`config.mk`:
```
export PLATFORM = sky130hd
export DESIGN_NAME = tagged_seq_divider
export DESIGN_NICKNAME = d
export VERILOG_FILES = /design/src/rtl/tagged_seq_divider_pkg.sv /design/src/rtl/tagged_seq_divider.sv
export SDC_FILE = /design/constraint.sdc
export NUM_CORES = 1
export LEC_CHECK = 0
export ABC_AREA = 1
export BUFFER_PORTS_ARGS = -buffer_cell sky130_fd_sc_hd__buf_2
export CAP_MARGIN = 20
export CORE_UTILIZATION = 49
export DETAILED_ROUTE_END_ITERATION = 12
export PLACE_DENSITY = 0.82
export SYNTH_ARGS = -nofsm -noshare
export SYNTH_HDL_FRONTEND = slang
export SYNTH_SLANG_ARGS = --single-unit
```
`constraint.sdc`:
```
create_clock -name clk -period 1.7 [get_ports clk]
set_input_delay 0.34 -clock clk [delete_from_list [all_inputs] [get_ports clk]]
set_output_delay 0.34 -clock clk [all_outputs]
set_load 0.02 [all_outputs]
```
`src/rtl/tagged_seq_divider_pkg.sv`:
```
// rtl/tagged_seq_divider_pkg.sv - shared state encodings and defaults for the tagged sequential divider
package tagged_seq_divider_pkg;

  // One-hot encodings; the dispatching controller decodes these same values.
  typedef enum logic [2:0] {
    QI = 3'b001,
    QC = 3'b010,
    QD = 3'b100
  } div_state_t;

  localparam int DEF_WIDTH = 8;
  localparam int DEF_TAG_W = 3;

endpackage

```
`src/rtl/tagged_seq_divider.sv`:
```
// rtl/tagged_seq_divider.sv - repeated-subtraction divider with ROB tag pass-through and done/ack hold
module tagged_seq_divider
  import tagged_seq_divider_pkg::*;
#(
  parameter int WIDTH = DEF_WIDTH,
  parameter int TAG_W = DEF_TAG_W
) (
  input  logic             clk,
  input  logic             rst,
  input  logic             start,
  input  logic             ack,
  input  logic [WIDTH-1:0] xin,
  input  logic [WIDTH-1:0] yin,
  input  logic [TAG_W-1:0] tag_in,
  output logic [WIDTH-1:0] quotient,
  output logic [WIDTH-1:0] remainder,
  output logic [TAG_W-1:0] tag_out,
  output logic             div_by_zero,
  output logic [2:0]       state
);

  div_state_t       state_q;
  div_state_t       state_d;
  logic [WIDTH-1:0] divisor_q;
  logic [WIDTH:0]   sub_full;
  logic [WIDTH-1:0] diff;
  logic             rem_ge_div;

  // Single subtractor; its borrow bit doubles as the remainder>=divisor compare
  always_comb begin
    sub_full   = {1'b0, remainder} - {1'b0, divisor_q};
    diff       = sub_full[WIDTH-1:0];
    rem_ge_div = ~sub_full[WIDTH];
  end

  // State register; reset abandons any in-flight operation
  always_ff @(posedge clk or posedge rst) begin
    if (rst) begin
      state_q <= QI;
    end else begin
      state_q <= state_d;
    end
  end

  // Next-state: start only matters in Qi, ack only in Qd
  always_comb begin
    state_d = state_q;
    case (state_q)
      QI: begin
        if (start) begin
          state_d = (yin == '0) ? QD : QC;
        end
      end
      QC: begin
        if (!rem_ge_div) begin
          state_d = QD;
        end
      end
      QD: begin
        if (ack) begin
          state_d = QI;
        end
      end
      default: state_d = QI;
    endcase
  end

  // Datapath: capture on dispatch, subtract-and-count while computing, hold otherwise
  always_ff @(posedge clk or posedge rst) begin
    if (rst) begin
      quotient    <= '0;
      remainder   <= '0;
      tag_out     <= '0;
      div_by_zero <= 1'b0;
      divisor_q   <= '0;
    end else begin
      case (state_q)
        QI: begin
          if (start) begin
            remainder <= xin;
            tag_out   <= tag_in;
            if (yin == '0) begin
              quotient    <= '1;
              div_by_zero <= 1'b1;
            end else begin
              quotient    <= '0;
              divisor_q   <= yin;
              div_by_zero <= 1'b0;
            end
          end
        end
        QC: begin
          if (rem_ge_div) begin
            remainder <= diff;
            quotient  <= quotient + 1'b1;
          end
        end
        default: begin
        end
      endcase
    end
  end

  // Expose the registered one-hot state to the controller
  always_comb begin
    state = state_q;
  end

endmodule

```
* Word level (Yosys, flattened, before mapping)
Index checks and enable logic that the tools add are counted.
** Word-level totals
- Register bits :: 31
- Word-level logic and storage cells :: 35
- Input port bits :: 23
** Cells by class
- Multiplexer cells :: 13
- Reductions and logical operators :: 6
- Add/sub/neg operators :: 2
- Eq/ne operators :: 7
- Bitwise gates (word level) :: 1
** Operators by type and width (count)
- $mux 8 :: 5
- $pmux 8 s2 :: 2
- $mux 3 :: 4
- $pmux 3 s3 :: 1
- $reduce_and 3->1 :: 3
- $sub 8x8->9 :: 1
- $add 8x1->8 const B :: 1
- $logic_not 8->1 :: 1
- $ne 2x2->1 const B :: 4
- $eq 3x1->1 const B :: 1
- $eq 3x2->1 const B :: 1
- $eq 3x3->1 const B :: 1
- $reduce_and 2->1 :: 1
- $reduce_bool 2->1 :: 1
- $mux 1 :: 1
- $not 1->1 :: 1

* Logic depth before layout (Yosys ltp)
Gate-level depths: netlist of run 1.
- Depth after elaboration :: 4
- Depth in mapped cells :: 13
- Depth with buffers taken out :: 12

* Worst setup path before layout of run 1
Ideal clock, no wire load.
- Kind :: reg2reg
- From :: register remainder[0]
- To :: register remainder[5]
- Data required time :: 1583 ps
- Buffers on the path :: 1
- Path slack :: -279 ps
- Cell stages (with the launch flop) :: 14
- Arrival :: 1863 ps
- Path through :: dfrtp_1 -> inv_1 -> ha_1 -> inv_1 -> fa_1 -> nand2_1 -> nand2_1 -> nand3_2 -> nand3_4 -> nand2_8 -> inv_8 -> buf_12 -> nand3_2 -> nand2_1
** Between the ends
- Word-level cells in the longest chain between the ends :: 3
** Ends and longest elaborated chain
- from (decl) :: line tagged_seq_divider.sv:16 : output logic [WIDTH-1:0] remainder,
- from (signal assigned) :: line tagged_seq_divider.sv:80 : remainder <= xin;
- from (signal assigned) :: line tagged_seq_divider.sv:94 : remainder <= diff;
- $sub 8x8->9 (*) :: line tagged_seq_divider.sv:31 : sub_full = {1'b0, remainder} - {1'b0, divisor_q};
- $mux 8 or $ne 2x2->1 (tied branches)
- $pmux 8 s2 or $reduce_and 3->1 (tied branches)
Mark *: on every way between the ends. The rest lies on a longest branch, timed or not. The select of a mux whose other input is x is not followed.
A chain may end at the register's enable or synchronous reset.

* Worst setup path in the final report of run 1
- From :: register remainder[0]
- To :: register quotient[6]
** Between the ends
- Word-level cells in the longest chain between the ends :: 3
** Ends and longest elaborated chain
- $sub 8x8->9 :: line tagged_seq_divider.sv:31
- $ne 2x2->1 (no source line)
- $reduce_and 3->1 (no source line)
- to (signal assigned) :: line tagged_seq_divider.sv:95 : quotient <= quotient + 1'b1;
- to (decl) :: line tagged_seq_divider.sv:15 : output logic [WIDTH-1:0] quotient,
No other way between the ends.

==> impl_metrics.tcl, run 1 <==
set metrics [dict create \
    status "complete, but fails checks" \
    violations "negative setup slack" \
    die_h_um 66.1 \
    wire_per_inst_um 11.9 \
    hp-class "input pin to asynchronous set/reset pin" \
    synth.distinct_cells 31 \
    synth_top_area_share_pct 37.3 \
    antenna_found_initial 0 \
    cts-htree-levels 2 \
    drt_pass1_iterations 4 \
    clock_skew_ps 5.55 \
    dieArea_um2 4370 \
    grt_max_degree 32 \
    io_buffers 45 \
    synth.largest_area_cell "dfrtp_1" \
    place_ws_ps -99.8 \
    routed_wl_um 4580 \
    power_density_nw_per_um2 2270 \
    hold_violations 0 \
    syn-num-nets 302 \
    insertion_delay_ps 280 \
    antenna_cells 0 \
    yosys_warnings 0 \
    routed-via-count 1911 \
    final_antenna_net_count 0 \
    drive_gt1_share_pct 33.4 \
    peakVddDrop_mv 1.24 \
    ys_ff_latch 31 \
    final_nets 370 \
    fin_ws_ps -83.4 \
    cts-root-buf "clkbuf_8" \
    rsz0062_at_grt "true" \
    synthTopCellsByArea "dfrtp_1 37%, nand2_1 17%, inv_1 6.0%, ha_1 5.6%, nand3_1 4.5%" \
    core-area_um2 3800 \
    io-pin-count 46 \
    die_x_um 66.1 \
    avgSynthCellArea_um2 7.48 \
    nFillCells 321 \
    power_leakage_nw 1.41 \
    area_delta_synth_final_pct 28.3 \
    worstPathArrival_ps 1960 \
    dp_hpwl_um 3360 \
    utilization_pct 68.0 \
    gp_congestion 0.871 \
    worst_pin_slew_ps 380 \
    grt_overflow 0 \
    cts_made_buffers 5 \
    viasPerCell 4.95 \
    syn_area_um2 2010 \
    slew_viol_final 0 \
    cp.required_ps 1870 \
    endpoint_kind "flop" \
    relSlewSlack_pct 74.6 \
    finalCritPeriodShare_pct 105 \
    rows 22 \
    drc_errors 0 \
    finalSetupViolCount 17 \
    synth_seq_area_share_pct 38.6 \
    clock.fmax_ghz 0.561 \
    cts_tree "built" \
    period_minus_slack_ps 1780 \
    grt_pass1_wl_um 7570 \
    syn_inst 269 \
    first_iter_violations 136 \
    drv_cap 0 \
    clk_pin_slew_worst_paths_ps 70 \
    cts.path.max_buffers 2 \
    clock_sinks 31 \
    grt_pass1_vias 1717 \
    finalSetupTns_ps -863 \
    crit_path_max_fanout 17 \
    hold_buffers 0 \
    cp-start-kind "flop" \
    initial_core_util_pct 53.0 \
    grt_use_total_pct 22.9 \
    critical_path_class "flop to flop" \
]
[power breakdown]
part	leakage (nW)	total (mW)	internal [mW]	switching, mW
Combinational	0.969	3.76	1.53	2.23
Sequential	0.379	1.35	1.10	0.252
Clock	0.0612	0.752	0.474	0.278
[per-stage QoR]
stage / power, mW / area, um2 / hold WS [ps] / cells
finish: 5.86 / 2580 / 119 / 386
global route: 6.38 / 2580 / 154 / 386
CTS: 5.75 / 2550 / 134 / 384
detailed placement: 4.89 / 2410 / 439 / 375
global placement: 4.79 / 2410 / 440 / 375
floorplan: 3.91 / 2030 / 443 / 269
[cell type report]
| type | count | area (um2) | area share [%] |
|---|---|---|---|
| tap | 48 | 60.1 | 2.33 |
| multi-input combinational | 194 | 1080 | 41.8 |
| clock buffer | 6 | 82.6 | 3.20 |
| clock inverter | 2 | 35.0 | 1.36 |
| sequential | 31 | 778 | 30.2 |
| inverter | 40 | 163 | 6.30 |
| timing repair buffer | 65 | 383 | 14.8 |
[logic make-up after synthesis]
group / share of synthesized area, %
flops: 38.6
buf+inv: 9.64
compound gates: 9.27
fa+ha+maj: 6.59
simple gates: 35.0
xor+xnor: 0.871
[metal layers]
layer | vias to the layer above | GRT usage (%) | share of wire, %
met5 | - | 0 | 0
met4 | 0 | 7.98 | 2.0
met3 | 10 | 4.14 | 4.5
met2 | 52 | 36.5 | 47
met1 | 867 | 31.0 | 47
li1 | 982 | - | -
[final timing paths]
path | start | endpoint | slack, ps | depth (start not counted)
hold reg to reg | tag_out[2] | tag_out[2] | 470 | 2
hold / removal | rst | tag_out[2] | 120 | 3
max in group asynchronous | rst | state[0] | 1270 | 3
min in group clk | tag_in[2] | tag_out[2] | 260 | 3
setup / recovery | remainder[0] | quotient[6] | -80 | 11
setup reg to reg | remainder[0] | quotient[6] | -80 | 11
[repair_timing]
| item | CTS | global route |
|---|---|---|
| hold endpoints to repair | 0 | 0 |
| resized for setup | 5 | 5 |
| endpoints found under the setup margin | 18 | 18 |
| setup buffers | 1 | 2 |
| pin swaps | 3 | 2 |
[synth_stat cells, drive strengths merged]
library cell,instances
dfrtp,30
o21a,5
buf,3
nand3,23
dfstp,1
inv,40
a21oi,8
ha,9
o21ai,18
fa,1
xnor2,2
nand2,98
nand3b,4
or2,3
clkbuf,1
nand4,1
nor2,22
[registers in the layout, summed over array words and instances, names as in the netlist]
name and cells:
remainder 8, div_by_zero 1, divisor_q 8, tag_out 3, state 3, quotient 8
[placed cells by master (no fill, tap or decap), types with 8 or more instances in the layout]
| cell | Yosys | routed |
|---|---|---|
| buf_2 | 1 | 45 |
| buf_4 | 1 | 18 |
| dfrtp_1 | 30 | 29 |
| ha_1 | 9 | 8 |
| inv_1 | 32 | 30 |
| inv_2 | 7 | 9 |
| nand2_1 | 93 | 90 |
| nand3_1 | 18 | 17 |
| nor2_1 | 19 | 19 |
| o21ai_0 | 16 | 14 |
[critical path, cell delays in order, from the launching register on]
cell,delay [ps]
dfrtp_2,410
inv_2,80
ha_4,130
inv_2,40
fa_2,340
nand2_2,70
nand2_2,70
nand3_2,90
nand3_4,100
nand2_8,120
inv_12,60
o21a_1,160
No activity file was read; power rests on OpenSTA's default activity.
==> run 2: changes to the inputs <==
- CELL_PAD_IN_SITES_DETAIL_PLACEMENT: not set -> 1
- CELL_PAD_IN_SITES_GLOBAL_PLACEMENT: not set -> 1
- CORE_UTILIZATION: 49 -> 35
==> impl_metrics.tcl, run 2 (synthesis results as in run 1) <==
set metrics [dict create \
    violations "negative setup slack" \
    cts-root-buf "clkbuf_8" \
    grt_pass1_wl_um 10100 \
    cts-htree-levels 2 \
    utilization_pct 48.0 \
    grt_overflow 0 \
    wire_per_inst_um 14.0 \
    dp_hpwl_um 4400 \
    grt_max_degree 32 \
    power_density_nw_per_um2 2290 \
    io_buffers 45 \
    antenna_found_initial 0 \
    io-pin-count 46 \
    power_leakage_nw 1.43 \
    insertion_delay_ps 300 \
    status "complete, but fails checks" \
    post_dp_cell_area_um2 2460 \
    finalCritPeriodShare_pct 107 \
    nFillCells 725 \
    gp_congestion 0.840 \
    crit_path_max_fanout 3 \
    instances_no_fill 413 \
    critical_path_class "flop to flop" \
    final_antenna_net_count 0 \
    core-area_um2 5540 \
    cts_tree "built" \
    reg.largest.list "divisor_q: 8 flops, quotient: 8 flops, remainder: 8 flops" \
    clock_sinks 31 \
    cts.path.max_buffers 2 \
    clock.fmax_ghz 0.552 \
    hp-class "input pin to asynchronous set/reset pin" \
    cts_made_buffers 5 \
    peakVddDrop_mv 0.684 \
    dieArea_um2 6060 \
    placed_cells 402 \
    drc_errors 0 \
    endpoint_kind "flop" \
    initial_core_util_pct 36.3 \
    finalSetupViolCount 16 \
    clk_pin_slew_worst_paths_ps 70 \
    viasPerCell 4.73 \
    worstPathArrival_ps 2000 \
    drv_cap 0 \
    final_nets 373 \
    rsz0062_at_grt "true" \
    antenna_cells 0 \
    period_minus_slack_ps 1810 \
    relSlewSlack_pct 73.1 \
    grt_use_total_pct 22.0 \
    regArea_um2 778 \
    grt_pass1_vias 2114 \
    final_cell_mix "82 x nand2_1, 45 x buf_2, 30 x inv_1" \
    cp.required_ps 1890 \
    routed-via-count 1955 \
    slew_viol_final 0 \
    fin_area_um2 2660 \
    area_delta_synth_final_pct 32.2 \
    drt_pass1_iterations 4 \
    die_h_um 77.8 \
    clock_skew_ps 7.40 \
    final_common_cell "nand2_1" \
    first_iter_violations 32 \
    cp-start-kind "flop" \
    worst_pin_slew_ps 403 \
    rows 27 \
    hold_violations 0 \
    die_x_um 77.8 \
    drive_gt1_share_pct 36.4 \
    multi_input_area_um2 1100 \
    finalSetupTns_ps -1210 \
    routed_wl_um 5780 \
    fin_ws_ps -111 \
]
-- run 2: cell count changes in the layout (fill, tap and decap cells not counted) --
cell / previous run / this run
buf_4: 18 / 20
nand2_1: 90 / 82
buf_6: 2 / 3
inv_4: 0 / 1
inv_2: 9 / 8
nand2_2: 6 / 14
-- run 2: final timing paths --
| check | startpoint | endpoint | slack, ps | depth (start not counted) |
|---|---|---|---|---|
| setup / recovery | remainder[0] | remainder[6] | -110 | 13 |
| hold / removal | rst | tag_out[2] | 110 | 3 |
| setup reg to reg | remainder[0] | remainder[6] | -110 | 13 |
| hold reg to reg | tag_out[0] | tag_out[0] | 480 | 2 |
| max in group asynchronous | rst | state[0] | 1260 | 3 |
| min in group clk | tag_in[1] | tag_out[1] | 250 | 3 |
-- run 2: worst max-delay path, stage by stage (launching register included) --
cell,delay [ps]
dfrtp_2,430
inv_4,70
ha_4,120
inv_2,30
fa_2,340
nand2_2,70
nand2_2,70
buf_6,130
nand3b_1,100
nand3_1,80
nand2_1,80
nor2_1,40
nor2_1,80
nor2_1,50
-- run 2: repair_timing --
| item | 4_1_cts | 5_1_grt |
|---|---|---|
| pin swaps | 6 | 1 |
| setup endpoints to repair | 18 | 19 |
| hold endpoints to repair | 0 | 0 |
| hold buffers | 0 | 0 |
| gates resized for setup | 16 | 4 |
| setup buffers | 3 | 0 |
-- run 2: layout make-up --
type	count	area share (%)
Inverter	40	6.21
Clock buffer	6	3.10
Timing Repair Buffer	68	15.4
Tap cell	72	3.39
Clock inverter	2	1.32
Multi-Input combinational cell	194	41.3
Sequential cell	31	29.3
-- run 2: metal layers --
| layer | vias up | routed length, um | global-route usage [%] |
|---|---|---|---|
| met5 | - | 0 | 0 |
| met4 | 0 | 146 | 10.9 |
| met3 | 12 | 209 | 3.53 |
| met2 | 41 | 2900 | 38.8 |
| met1 | 921 | 2520 | 25.6 |
| li1 | 981 | - | - |
-- run 2: through the flow --
step | total power, mW | hold WS (ps) | worst slack [ps]
finish | 6.10 | 115 | -111
global route | 6.71 | 154 | -273
CTS | 6.13 | 129 | -104
detailed placement | 5.10 | 449 | -116
global placement | 4.91 | 441 | -17.3
floorplan | 3.91 | 443 | -163
-- run 2: where the power goes --
part | internal, mW | switching, mW
clock | 0.474 | 0.314
combinational | 1.60 | 2.35
sequential | 1.10 | 0.262
